==> config.mk <==
export PLATFORM = sky130hd
export DESIGN_NAME = mul_rr_arbiter
export DESIGN_NICKNAME = d
export VERILOG_FILES = /design/src/rtl/mul_arb_pkg.sv /design/src/rtl/mul_rr_arbiter_mul.sv /design/src/rtl/mul_rr_arbiter.sv
export SDC_FILE = /design/constraint.sdc
export NUM_CORES = 1
export LEC_CHECK = 0
export CAP_MARGIN = 25
export CORE_ASPECT_RATIO = 0.5
export CORE_UTILIZATION = 59
export CTS_CLUSTER_SIZE = 25
export DETAILED_ROUTE_END_ITERATION = 10
export GPL_ROUTABILITY_DRIVEN = 0
export PLACE_DENSITY_LB_ADDON = 0.1
export SKIP_CTS_REPAIR_TIMING = 1
export SLEW_MARGIN = 40
export SYNTH_ARGS = -nofsm -noshare
export SYNTH_HDL_FRONTEND = slang
export SYNTH_HIERARCHICAL = 1
export SYNTH_SLANG_ARGS = --single-unit
==> constraint.sdc <==
create_clock -name clk -period 6.28 [get_ports clk]
set_input_delay 0.942 -clock clk [delete_from_list [all_inputs] [get_ports clk]]
set_output_delay 0.942 -clock clk [all_outputs]
set_load 0.05 [all_outputs]
==> src/rtl/mul_arb_pkg.sv <==
// Shared types and helpers for the two-port round-robin multiplier arbiter.
package mul_arb_pkg;

  // Number of requesters sharing the multiplier and width of the id tag.
  localparam int N_REQ = 2;
  localparam int ID_W  = 1;

  // Default operand width used when the block is built without an override.
  localparam int MUL_N = 8;

  // One queued multiply operation at the default operand width.
  typedef struct packed {
    logic [MUL_N-1:0] a;
    logic [MUL_N-1:0] b;
    logic             signed_mul;
    logic [ID_W-1:0]  id;
  } mul_op_t;

  // Winner of a tie: the requester that was not granted last time.
  function automatic logic [ID_W-1:0] rr_tie_winner(input logic [ID_W-1:0] last);
    return ~last;
  endfunction

endpackage

==> src/rtl/mul_rr_arbiter_mul.sv <==
// Combinational n x n multiplier with a signed/unsigned operand mode.
// Both operands are extended to 2*n bits (sign or zero) and multiplied at
// 2*n bits; the low 2*n bits of that product are exact in either mode.
module signed_or_unsigned_mul #(
  parameter int n = 8
) (
  input  logic [n-1:0]   a,
  input  logic [n-1:0]   b,
  input  logic           signed_mul,
  output logic [2*n-1:0] product
);

  logic [2*n-1:0] w_a_ext;
  logic [2*n-1:0] w_b_ext;

  // Extend both operands to the product width according to the mode.
  always_comb begin
    w_a_ext = {{n{1'b0}}, a};
    w_b_ext = {{n{1'b0}}, b};
    if (signed_mul) begin
      w_a_ext = {{n{a[n-1]}}, a};
      w_b_ext = {{n{b[n-1]}}, b};
    end else begin
      w_a_ext = {{n{1'b0}}, a};
      w_b_ext = {{n{1'b0}}, b};
    end
  end

  assign product = w_a_ext * w_b_ext;

endmodule

==> src/rtl/mul_rr_arbiter.sv <==
// Two requesters share one multiplier through a round-robin arbiter and a
// two-stage pipeline (operand register, result register). Results carry the
// id of the requester that issued them and leave in acceptance order.
module mul_rr_arbiter
  import mul_arb_pkg::*;
#(
  parameter int n = 8
) (
  input  logic           clk,
  input  logic           rst,
  input  logic           req0_vld,
  output logic           req0_rdy,
  input  logic [n-1:0]   req0_a,
  input  logic [n-1:0]   req0_b,
  input  logic           req0_signed,
  input  logic           req1_vld,
  output logic           req1_rdy,
  input  logic [n-1:0]   req1_a,
  input  logic [n-1:0]   req1_b,
  input  logic           req1_signed,
  output logic           res_vld,
  input  logic           res_rdy,
  output logic [2*n-1:0] res,
  output logic [ID_W-1:0] res_id
);

  // Operand-stage payload at this instance's operand width.
  typedef struct packed {
    logic [n-1:0]    a;
    logic [n-1:0]    b;
    logic            signed_mul;
    logic [ID_W-1:0] id;
  } op_t;

  // Pipeline state.
  logic            r_s1_vld;
  op_t             r_s1;
  logic            r_res_vld;
  logic [2*n-1:0]  r_res;
  logic [ID_W-1:0] r_res_id;
  logic [ID_W-1:0] r_last;

  // Combinational control and datapath.
  logic [N_REQ-1:0] w_vld;
  logic             w_s2_free;
  logic             w_s1_free;
  logic             w_gnt_vld;
  logic [ID_W-1:0]  w_gnt_id;
  op_t              w_op;
  logic [2*n-1:0]   w_product;

  assign w_vld     = {req1_vld, req0_vld};
  assign w_s2_free = !r_res_vld | res_rdy;
  assign w_s1_free = !r_s1_vld | w_s2_free;

  // Round-robin grant; only considered while the operand stage can load.
  always_comb begin
    w_gnt_vld = 1'b0;
    w_gnt_id  = 1'b0;
    if (w_s1_free) begin
      case (w_vld)
        2'b01: begin
          w_gnt_vld = 1'b1;
          w_gnt_id  = 1'b0;
        end
        2'b10: begin
          w_gnt_vld = 1'b1;
          w_gnt_id  = 1'b1;
        end
        2'b11: begin
          w_gnt_vld = 1'b1;
          w_gnt_id  = rr_tie_winner(r_last);
        end
        default: begin
          w_gnt_vld = 1'b0;
          w_gnt_id  = 1'b0;
        end
      endcase
    end else begin
      w_gnt_vld = 1'b0;
      w_gnt_id  = 1'b0;
    end
  end

  // Select the granted requester's operands for the operand stage.
  always_comb begin
    w_op = '0;
    if (w_gnt_id == 1'b1) begin
      w_op.a          = req1_a;
      w_op.b          = req1_b;
      w_op.signed_mul = req1_signed;
      w_op.id         = 1'b1;
    end else begin
      w_op.a          = req0_a;
      w_op.b          = req0_b;
      w_op.signed_mul = req0_signed;
      w_op.id         = 1'b0;
    end
  end

  // Ready depends only on pipeline state and the valids, never on operands.
  assign req0_rdy = w_gnt_vld & (w_gnt_id == 1'b0);
  assign req1_rdy = w_gnt_vld & (w_gnt_id == 1'b1);

  // Operand stage and round-robin pointer: load on accept, drain when s2 takes it.
  always_ff @(posedge clk) begin
    if (rst) begin
      r_s1_vld <= 1'b0;
      r_s1     <= '0;
      r_last   <= 1'b1;
    end else if (w_gnt_vld) begin
      r_s1_vld <= 1'b1;
      r_s1     <= w_op;
      r_last   <= w_gnt_id;
    end else if (w_s2_free) begin
      r_s1_vld <= 1'b0;
    end
  end

  signed_or_unsigned_mul #(
    .n(n)
  ) u_mul (
    .a         (r_s1.a),
    .b         (r_s1.b),
    .signed_mul(r_s1.signed_mul),
    .product   (w_product)
  );

  // Result stage: capture the product when free, hold it stable under stall.
  always_ff @(posedge clk) begin
    if (rst) begin
      r_res_vld <= 1'b0;
      r_res     <= '0;
      r_res_id  <= 1'b0;
    end else if (w_s2_free && r_s1_vld) begin
      r_res_vld <= 1'b1;
      r_res     <= w_product;
      r_res_id  <= r_s1.id;
    end else if (res_rdy) begin
      r_res_vld <= 1'b0;
    end
  end

  assign res_vld = r_res_vld;
  assign res     = r_res;
  assign res_id  = r_res_id;

endmodule

**Word-level counts from Yosys, hierarchy flattened**

Index checks and enable logic that the tools add are counted.

- Multiply operators: 1
- Equality and inequality tests: 3
- Bitwise operators: 6
- Reduce and logical (&&, ||, !) cells: 6
- Mux-type cells: 11

Operators by type and width:

| cell | number |
|---|---|
| $mux 16 | 2 |
| $mux 18 | 1 |
| $mul 16x16->16 | 1 |
| $mux 1 | 7 |
| $eq 2x2->1 const B | 2 |
| $reduce_bool 2->1 | 2 |
| $reduce_or 3->1 | 1 |
| $and 1x1->1 | 2 |
| $eq 2x1->1 const B | 1 |
| $logic_not 1->1 | 2 |
| $not 1->1 | 2 |
| $or 1x1->1 | 2 |
| $pmux 1 s2 | 1 |
| $logic_and 1x1->1 | 1 |

- Logic and storage cells: 36
- Bits in registers: 38
- Bits of input ports: 39
- Output and inout bits: 20

**Logic depth before layout (Yosys ltp)**

Gate-level depths: netlist of run 1.

- Depth in word-level cells: 6
- Depth in mapped cells: 25
- Depth with buffers taken out: 24

**By module**

The synthesis of run 1 kept the hierarchy.

Modules (own cells, without submodules):

| module | area an instance (um^2) | times used | seq. area each (um^2) | cells an instance |
|---|---|---|---|---|
| signed_or_unsigned_mul | 3,668.5 | 1 | 0.0 | 417 |
| mul_rr_arbiter | 1,651.6 | 1 | 760.7 | 192 |

**Worst setup path before layout of run 1**

Ideal clock, no wire load.

- Kind: register -> register
- Start: reg r_s1[4] (netlist bit)
- End: reg r_res[15] (netlist: res[15])
- Library setup time: 0.132 ns
- Required time: 6.148 ns
- Clock period less this slack: 5.639 ns
- Buffers on the path: 1
- Cell stages (with the launch flop): 26
- Slack: 0.641 ns
- Arrival: 5.507 ns
- Cell sequence: dfxtp_1 clkbuf_1 nand2_1 xnor2_1 and2_1 and2_2 ha_1 inv_1 fa_1 inv_1 fa_1 inv_1 fa_1 inv_1 fa_1 inv_1 fa_1 inv_1 ha_1 a21oi_1 nor3b_1 o21ai_0 a31oi_1 xnor3_1 nand3_1 a21oi_1

- Word-level cells in the longest chain between the ends: 2

Ends and longest elaborated chain:

| element | line | text |
|---|---|---|
| from (decl) | mul_rr_arbiter.sv:37 | `op_t r_s1;` |
| from (signal assigned) | mul_rr_arbiter.sv:113 | `r_s1 <= w_op;` |
| $mux 16 | mul_rr_arbiter_mul.sv:20 | `if (signed_mul) begin` |
| $mul 16x16->16 | mul_rr_arbiter_mul.sv:29 | `assign product = w_a_ext * w_b_ext;` |
| named net w_product[15] | mul_rr_arbiter.sv:50 | `logic [2*n-1:0] w_product;` |
| to (signal assigned) | mul_rr_arbiter.sv:137 | `r_res <= w_product;` |
| to (decl) | mul_rr_arbiter.sv:39 | `logic [2*n-1:0] r_res;` |

The timed path passes the listed nets, and every way through them passes these cells.
A chain may end at the register's enable or synchronous reset.

**Worst setup path in the final report of run 1**

- Start: reg r_s1[1] (netlist bit)
- End: reg r_res[15] (netlist: res[15])

- Word-level cells in the longest chain between the ends: 2
- Elaborated cells between the ends (all ways): 3
- Classes of those cells: mul: 1; mux: 2

Ends and longest elaborated chain:

| element | line |
|---|---|
| $mux 16 | mul_rr_arbiter_mul.sv:20 |
| $mul 16x16->16 * | mul_rr_arbiter_mul.sv:29 |
| named net w_product[15] | mul_rr_arbiter.sv:50 |

The timed path passes the listed nets; every way through them passes the cells marked *.

==> results of run 1 <==
[kinds of logic (layout without fill, tap and decap cells)]
family	after synthesis	count (layout)	share of synthesized area (%)
flip-flops	38	38	14.30
AO/OA/AOI/OAI	111	111	14.39
XOR/XNOR	36	36	6.467
adder cells (fa/ha/maj)	123	123	38.66
buffers and inverters	163	208	12.21
AND/OR/NAND/NOR	138	138	13.97
[worst max-delay path, delay by kind of cell (launching register included)]
| kind | cells | cell delay, ns |
|---|---|---|
| fa+ha+maj | 7 | 3.16 |
| simple gates | 5 | 0.79 |
| compound gates | 4 | 0.63 |
| flops | 1 | 0.42 |
| buf+inv | 6 | 0.39 |
| xor+xnor | 2 | 0.36 |
[area by class of cell]
| cell class | count | share of cell area (%) |
|---|---|---|
| timing repair buffer | 64 | 10.08 |
| clock inverter | 3 | 1.118 |
| sequential | 38 | 12.38 |
| tap | 117 | 2.378 |
| multi-input combinational | 408 | 63.67 |
| inverter | 136 | 8.352 |
| clock buffer | 5 | 2.032 |
[registers in the layout (all words and copies together), names as in the netlist]
| name | flops |
|---|---|
| res_id | 1 |
| r_s1_vld | 1 |
| r_last | 1 |
| res_vld | 1 |
| r_s1 | 18 |
| res | 16 |
[worst max-delay path by stage]
stage / start / endpoint / slack, ns
2_1_floorplan: r_s1[4] / res[15] / 0.64
3_3_place_gp: r_s1[1] / res[15] / 0.44
3_5_place_dp: r_s1[1] / res[15] / 0.30
4_1_cts: r_s1[1] / res[15] / 0.28
5_1_grt: r_s1[1] / res[15] / 0.05
6_report: r_s1[1] / res[15] / 0.40
[synth_stat cells, types with 2 or more instances]
cell / instances / area (um^2)
o32ai_1: 7 / 61.31
clkbuf_1: 17 / 63.81
a21o_1: 3 / 22.52
xor2_1: 4 / 35.03
and2_1: 54 / 337.8
buf_6: 3 / 33.78
xnor2_1: 29 / 254.0
o21ai_1: 3 / 15.01
a31o_2: 2 / 17.52
nand3_1: 18 / 90.09
nor2_1: 25 / 93.84
fa_1: 69 / 1381
nand2_1: 23 / 86.33
dfxtp_1: 38 / 760.7
nand2b_1: 2 / 12.51
a21oi_1: 47 / 235.2
o21a_1: 2 / 15.01
o21ai_0: 25 / 125.1
and3_2: 5 / 37.54
inv_1: 133 / 499.2
xnor2_2: 2 / 32.53
buf_2: 6 / 30.03
and2_4: 2 / 17.52
o32ai_2: 10 / 162.7
a31oi_1: 2 / 12.51
ha_1: 54 / 675.7
[per-layer routing]
layer / part of all wire [%] / up-vias / GRT usage [%]
met4: 1.4 / 0 / 6.543
met3: 4.6 / 20 / 5.004
met2: 46 / 95 / 47.55
met5: 0 / - / 0
met1: 48 / 2059 / 39.50
li1: - / 2000 / -
[power groups by stage]
stage | clock network, mW | logic (mW) | registers, mW
after floorplan | 0 | 0.271 | 0.318
after global placement | 0 | 0.411 | 0.300
after detailed placement | 0 | 0.418 | 0.300
after CTS | 0.334 | 0.426 | 0.296
after global routing | 0.346 | 0.476 | 0.301
final | 0.331 | 0.426 | 0.297
==> impl_summary.log, run 1 <==
[metrics] status: completed
[metrics] antenna-violating nets left: 0
[metrics] highest-count cells in the layout ignoring fill and taps: inv_1, fa_1, clkdlybuf4s50_1, and2_1, ha_1
[metrics] slowest CP cell: fa_1
[metrics] fraction of registers with async set/reset: 0%
[metrics] nature of the critical path endpoint: flop
[metrics] number of primary I/O pins: 59
[metrics] P_int: 671.5 uW
[metrics] combinational share of power: 40.4%
[metrics] Clock H-tree levels: 2
[metrics] number of diodes: 0
[metrics] most used cell, CP: inv_1
[metrics] worst-case clock skew: 0.007636 ns
[metrics] syn_area_per_cell: 8.736 um^2
[metrics] detailed-route DRC error count: 0
[metrics] vertical die dimension: 69.15 um
[metrics] layout cells sized above 1: 7.492%
[metrics] Worst Setup Slack, final: 0.4001 ns
[metrics] switching power: 382.3 uW
[metrics] count of unique library cells instantiated by Yosys: 50
[metrics] class of the tightest hold or removal check: reg2reg
[metrics] total congestion overflow after global routing: 0
[metrics] Area Overhead vs Synth: 15.73%
[metrics] area of combinational cells with multiple inputs: 3920 um^2
[metrics] non-filler instance count after layout: 771
[metrics] number of flops mapped to enable cells by yosys: 0
[metrics] Design Area, Final: 6157 um^2
[metrics] DPL Wire Length: 9721 um
[metrics] number of inserted filler cells in the final layout: 693
[metrics] Setup violations, final: 0
[metrics] sum of negative setup slack: 0 ns
[metrics] reg-to-reg slack, setup: 0.40 ns
[metrics] slew at the pin with the worst max-slew slack: 0.8288 ns
[metrics] clk_lat worst skew: 0.29 ns
[metrics] net count after synthesis: 771
[metrics] number of cells on the worst hold path: 2
[metrics] overall via count from detail_route: 4174
[metrics] share of the core filled with cells in the final layout: 70.46%
[metrics] number of buffer cells added on primary ports: 58
[metrics] DRC marker count from the first detailed-route iteration: 219
[metrics] Row Count: 24
[metrics] Tot GR Track Use: 28.83%
[metrics] IR drop worst, VDD: 0.1446 mV
[metrics] endpoint required time on the critical path: 6.44 ns
[metrics] tightest hold margin: 0.4815 ns
[metrics] worst-path fanout max: 11
[metrics] share of the clock period used by the worst path after layout: 93.63%
[metrics] cells along the critical path: nand2_1 -> xnor2_1 -> and2_1 -> and2_2 -> ha_1 -> inv_1 -> fa_1 -> inv_1 -> fa_1 -> inv_1 -> fa_1 -> inv_1 -> fa_1 -> inv_1 -> fa_1 -> inv_1 -> ha_1 -> a21oi_1 -> nor3b_1 -> o21ai_0 -> a31oi_1 -> xnor3_1 -> nand3_1 -> a21oi_1
[metrics] arrival time at the worst endpoint: 6.04 ns
[metrics] number of sinks driven by the clock tree: 38
[metrics] Synth Instances: 609
[metrics] path depth of the worst reg2reg path: 24
[metrics] number of hold violations in the final report: 0
[metrics] initial core utilization: 60.88%
[metrics] CTS root buf: clkbuf_16
[metrics] highest attainable clock frequency: 170.1 MHz
[metrics] min cycle time layout: 5.880 ns
[metrics] switching power as a share of total power: 36.28%
[metrics] footprint of the flip-flops and latches: 762.0 um^2
[metrics] post-synthesis sequential area ratio: 14.30%
[metrics] setup repair after global routing missed its margin: false
[metrics] startpoint type of the worst setup path: flop
[metrics] startpoint of the most critical hold path: res_id
[metrics] WL final: 12280 um
[metrics] commonest non-fill, non-tap cell in the layout: inv_1
[metrics] post-placement cell area: 5959 um^2
[metrics] wire length per cell: 15.93 um
[metrics] maximum number of pins on one net before global-route repair: 24
[metrics] relative slew slack: 44.75%
[metrics] Worst Hold End: res_id
[metrics] total design power: 1.054 mW
[metrics] portion of total power attributed to the clock network: 31.4%
[metrics] power density cells: 171.2 nW/um^2
[metrics] post-layout net count: 815
[metrics] count of TritonRoute iterations in the first routing pass: 4
[metrics] first-pass GRT wire length: 21180 um
[metrics] leakage power figure: 2.897 nW
[metrics] number of global-route vias before repair: 4408
[metrics] clk slew on worst S/H paths: 0.06 ns
[metrics] die area: 9424 um^2
[metrics] post-placement cell count: 763
[metrics] TritonCTS buffer count: 5
[metrics] via-per-instance ratio: 5.414
[metrics] number of antenna violations at the first check in global routing: 0
[metrics] Chip Width: 136.3 um
[metrics] Final Max Tran Viols: 0
[metrics] fraction of power consumed by sequential logic: 28.2%
[metrics] synthesized flop and latch total: 38
[metrics] Post-synth top flop: dfxtp_1
[metrics] buffer levels on the longest clock path: 2
[metrics] Critical Path Max Stage Delay: 0.54 ns
[metrics] TritonCTS clock tree: done
[metrics] worst reg2reg path endpoint: res[15]
[metrics] worst slack at placement: 0.3006 ns
[metrics] number of max-capacitance violations reported: 0
[metrics] standard cell core area: 8738 um^2
[metrics] Worst Path Class, Setup: reg2reg
[metrics] Crit Reg-Reg Startpoint: r_s1[1]
[metrics] warnings from Yosys: 6
[metrics] cell area after synthesis: 5320 um^2
Power figures use the tool's default switching activity.
==> run 2: changes to the inputs <==
Settings changed: CORE_ASPECT_RATIO 0.5 to 2.
==> run 2 against run 1 <==
Effect of this change: die area is the same; clock power shrank 11%; non-clock buffer count shrank 1; sequential share of layout area grew 0.12 points; critical path depth shrank 1; final cell count shrank 2.5%; critical endpoint unchanged; highest routed layer unchanged.
==> impl_summary.log, run 2 (same netlist as run 1, synthesis figures left out) <==
[metrics] arrival time at the worst endpoint: 6.00 ns
[metrics] highest-count cells in the layout ignoring fill and taps: inv_1, fa_1, clkdlybuf4s50_1, and2_1, ha_1
[metrics] number of antenna violations at the first check in global routing: 0
[metrics] wire length per cell: 17.77 um
[metrics] number of sinks driven by the clock tree: 38
[metrics] IR drop worst, VDD: 0.2694 mV
[metrics] number of global-route vias before repair: 4422
[metrics] power density cells: 166.7 nW/um^2
[metrics] number of primary I/O pins: 59
[metrics] post-placement cell area: 5931 um^2
[metrics] endpoint required time on the critical path: 6.44 ns
[metrics] class of the tightest hold or removal check: reg2reg
[metrics] antenna-violating nets left: 0
[metrics] first-pass GRT wire length: 21490 um
[metrics] standard cell core area: 8708 um^2
[metrics] number of flip-flops in the largest register: 18
[metrics] TritonCTS buffer count: 5
[metrics] cells along the critical path: xnor2_1 -> and2_1 -> and2_2 -> ha_1 -> inv_1 -> fa_1 -> inv_1 -> fa_1 -> inv_1 -> fa_1 -> inv_1 -> fa_1 -> inv_1 -> fa_1 -> inv_1 -> ha_1 -> a21oi_1 -> nor3b_1 -> o21ai_0 -> a31oi_1 -> xnor3_1 -> nand3_1 -> a21oi_1
[metrics] clk_lat worst skew: 0.29 ns
[metrics] post-layout net count: 814
[metrics] number of hold violations in the final report: 0
[metrics] via-per-instance ratio: 5.525
[metrics] TritonCTS clock tree: done
[metrics] Critical Path Max Stage Delay: 0.53 ns
[metrics] path depth of the worst reg2reg path: 23
[metrics] initial core utilization: 61.09%
[metrics] setup repair after global routing missed its margin: false
[metrics] relative slew slack: 43.53%
[metrics] leakage power figure: 2.876 nW
[metrics] vertical die dimension: 136.3 um
[metrics] layout cells sized above 1: 7.209%
[metrics] WL final: 13360 um
[metrics] number of max-capacitance violations reported: 0
[metrics] DRC marker count from the first detailed-route iteration: 134
[metrics] Design Area, Final: 6096 um^2
[metrics] number of diodes: 0
[metrics] Worst Path Class, Setup: reg2reg
[metrics] Setup violations, final: 0
[metrics] CTS root buf: clkbuf_16
[metrics] min cycle time layout: 5.846 ns
[metrics] most used cell, CP: inv_1
[metrics] highest attainable clock frequency: 171.1 MHz
[metrics] Tot GR Track Use: 29.76%
[metrics] slew at the pin with the worst max-slew slack: 0.8421 ns
[metrics] buffer levels on the longest clock path: 2
[metrics] sum of negative setup slack: 0 ns
[metrics] register with the highest flop count: r_s1
[metrics] DPL Wire Length: 11170 um
[metrics] maximum number of pins on one net before global-route repair: 24
[metrics] Area Overhead vs Synth: 14.58%
[metrics] status: completed
[metrics] overall via count from detail_route: 4155
[metrics] Chip Width: 69.15 um
[metrics] share of the clock period used by the worst path after layout: 93.09%
[metrics] commonest non-fill, non-tap cell in the layout: inv_1
[metrics] number of buffer cells added on primary ports: 58
[metrics] count of TritonRoute iterations in the first routing pass: 4
[metrics] Clock H-tree levels: 2
[metrics] Final Max Tran Viols: 0
[metrics] nature of the critical path endpoint: flop
[metrics] worst-path fanout max: 11
[metrics] die area: 9424 um^2
[metrics] slowest CP cell: fa_1
[metrics] startpoint type of the worst setup path: flop
[metrics] total congestion overflow after global routing: 0
[metrics] worst-case clock skew: 0.003521 ns
[metrics] clk slew on worst S/H paths: 0.06 ns
[metrics] number of cells on the worst hold path: 2
[metrics] Row Count: 48
[metrics] detailed-route DRC error count: 0
==> run 2: changes by cell type in the layout (fill, tap and decap cells not counted), sizes merged <==
cell | before | now
buf | 7 | 6
bufinv | 2 | 1
clkbuf | 5 | 6
clkinv | 2 | 1
==> run 2: per-stage QoR <==
step	hold slack [ns]	utilization (%)	power [mW]	instances	worst slack (ns)
after floorplan	0.4308	-	0.5893	609	0.6406
after global placement	0.4622	68.07	0.7109	745	0.4087
after detailed placement	0.4683	68.10	0.7240	745	0.2901
after CTS	0.4778	70.04	1.025	752	0.2859
after global routing	0.5092	70.00	1.081	752	0.06541
final	0.4751	70.00	1.016	752	0.4338
==> run 2: report_power, final <==
part	switching, mW	internal (mW)	total (mW)
sequential	0.0348	0.263	0.298
combinational	0.243	0.180	0.423
clock	0.0991	0.196	0.295
total	0.377	0.639	1.02
==> run 2: path summary, 6_finish.rpt <==
kind | startpoint | endpoint | slack (ns)
worst max-delay path | r_s1[5] | res[15] | 0.43
worst min-delay path | r_s1[0] | res_id | 0.48
worst max register to register | r_s1[5] | res[15] | 0.43
worst min register to register | r_s1[0] | res_id | 0.48
==> run 2: critical path, delay by kind of cell, from the launching register on <==
kind / cells / cell delay, ns
AO/OA/AOI/OAI: 4 / 0.64
XOR/XNOR: 2 / 0.35
adder cells (fa/ha/maj): 7 / 3.14
buffers and inverters: 6 / 0.39
flip-flops: 1 / 0.52
AND/OR/NAND/NOR: 4 / 0.69
==> run 2: metal layers <==
layer / part of all wire, % / wire length (um) / track usage [%]
met1: 33 / 4406 / 28.82
met2: 60 / 7989 / 60.03
met3: 2.5 / 333 / 2.817
met4: 4.7 / 633 / 15.65
met5: 0 / 0 / 0
==> run 2: cell type report <==
cell class                      instances  area (um^2)
Inverter                              136        514.2
Fill cell                             710         2613
Clock inverter                          1        30.03
Sequential cell                        38        762.0
Timing Repair Buffer                   63        613.1
Multi-Input combinational cell        408         3913
Clock buffer                            6        138.9
Tap cell                              100        125.1
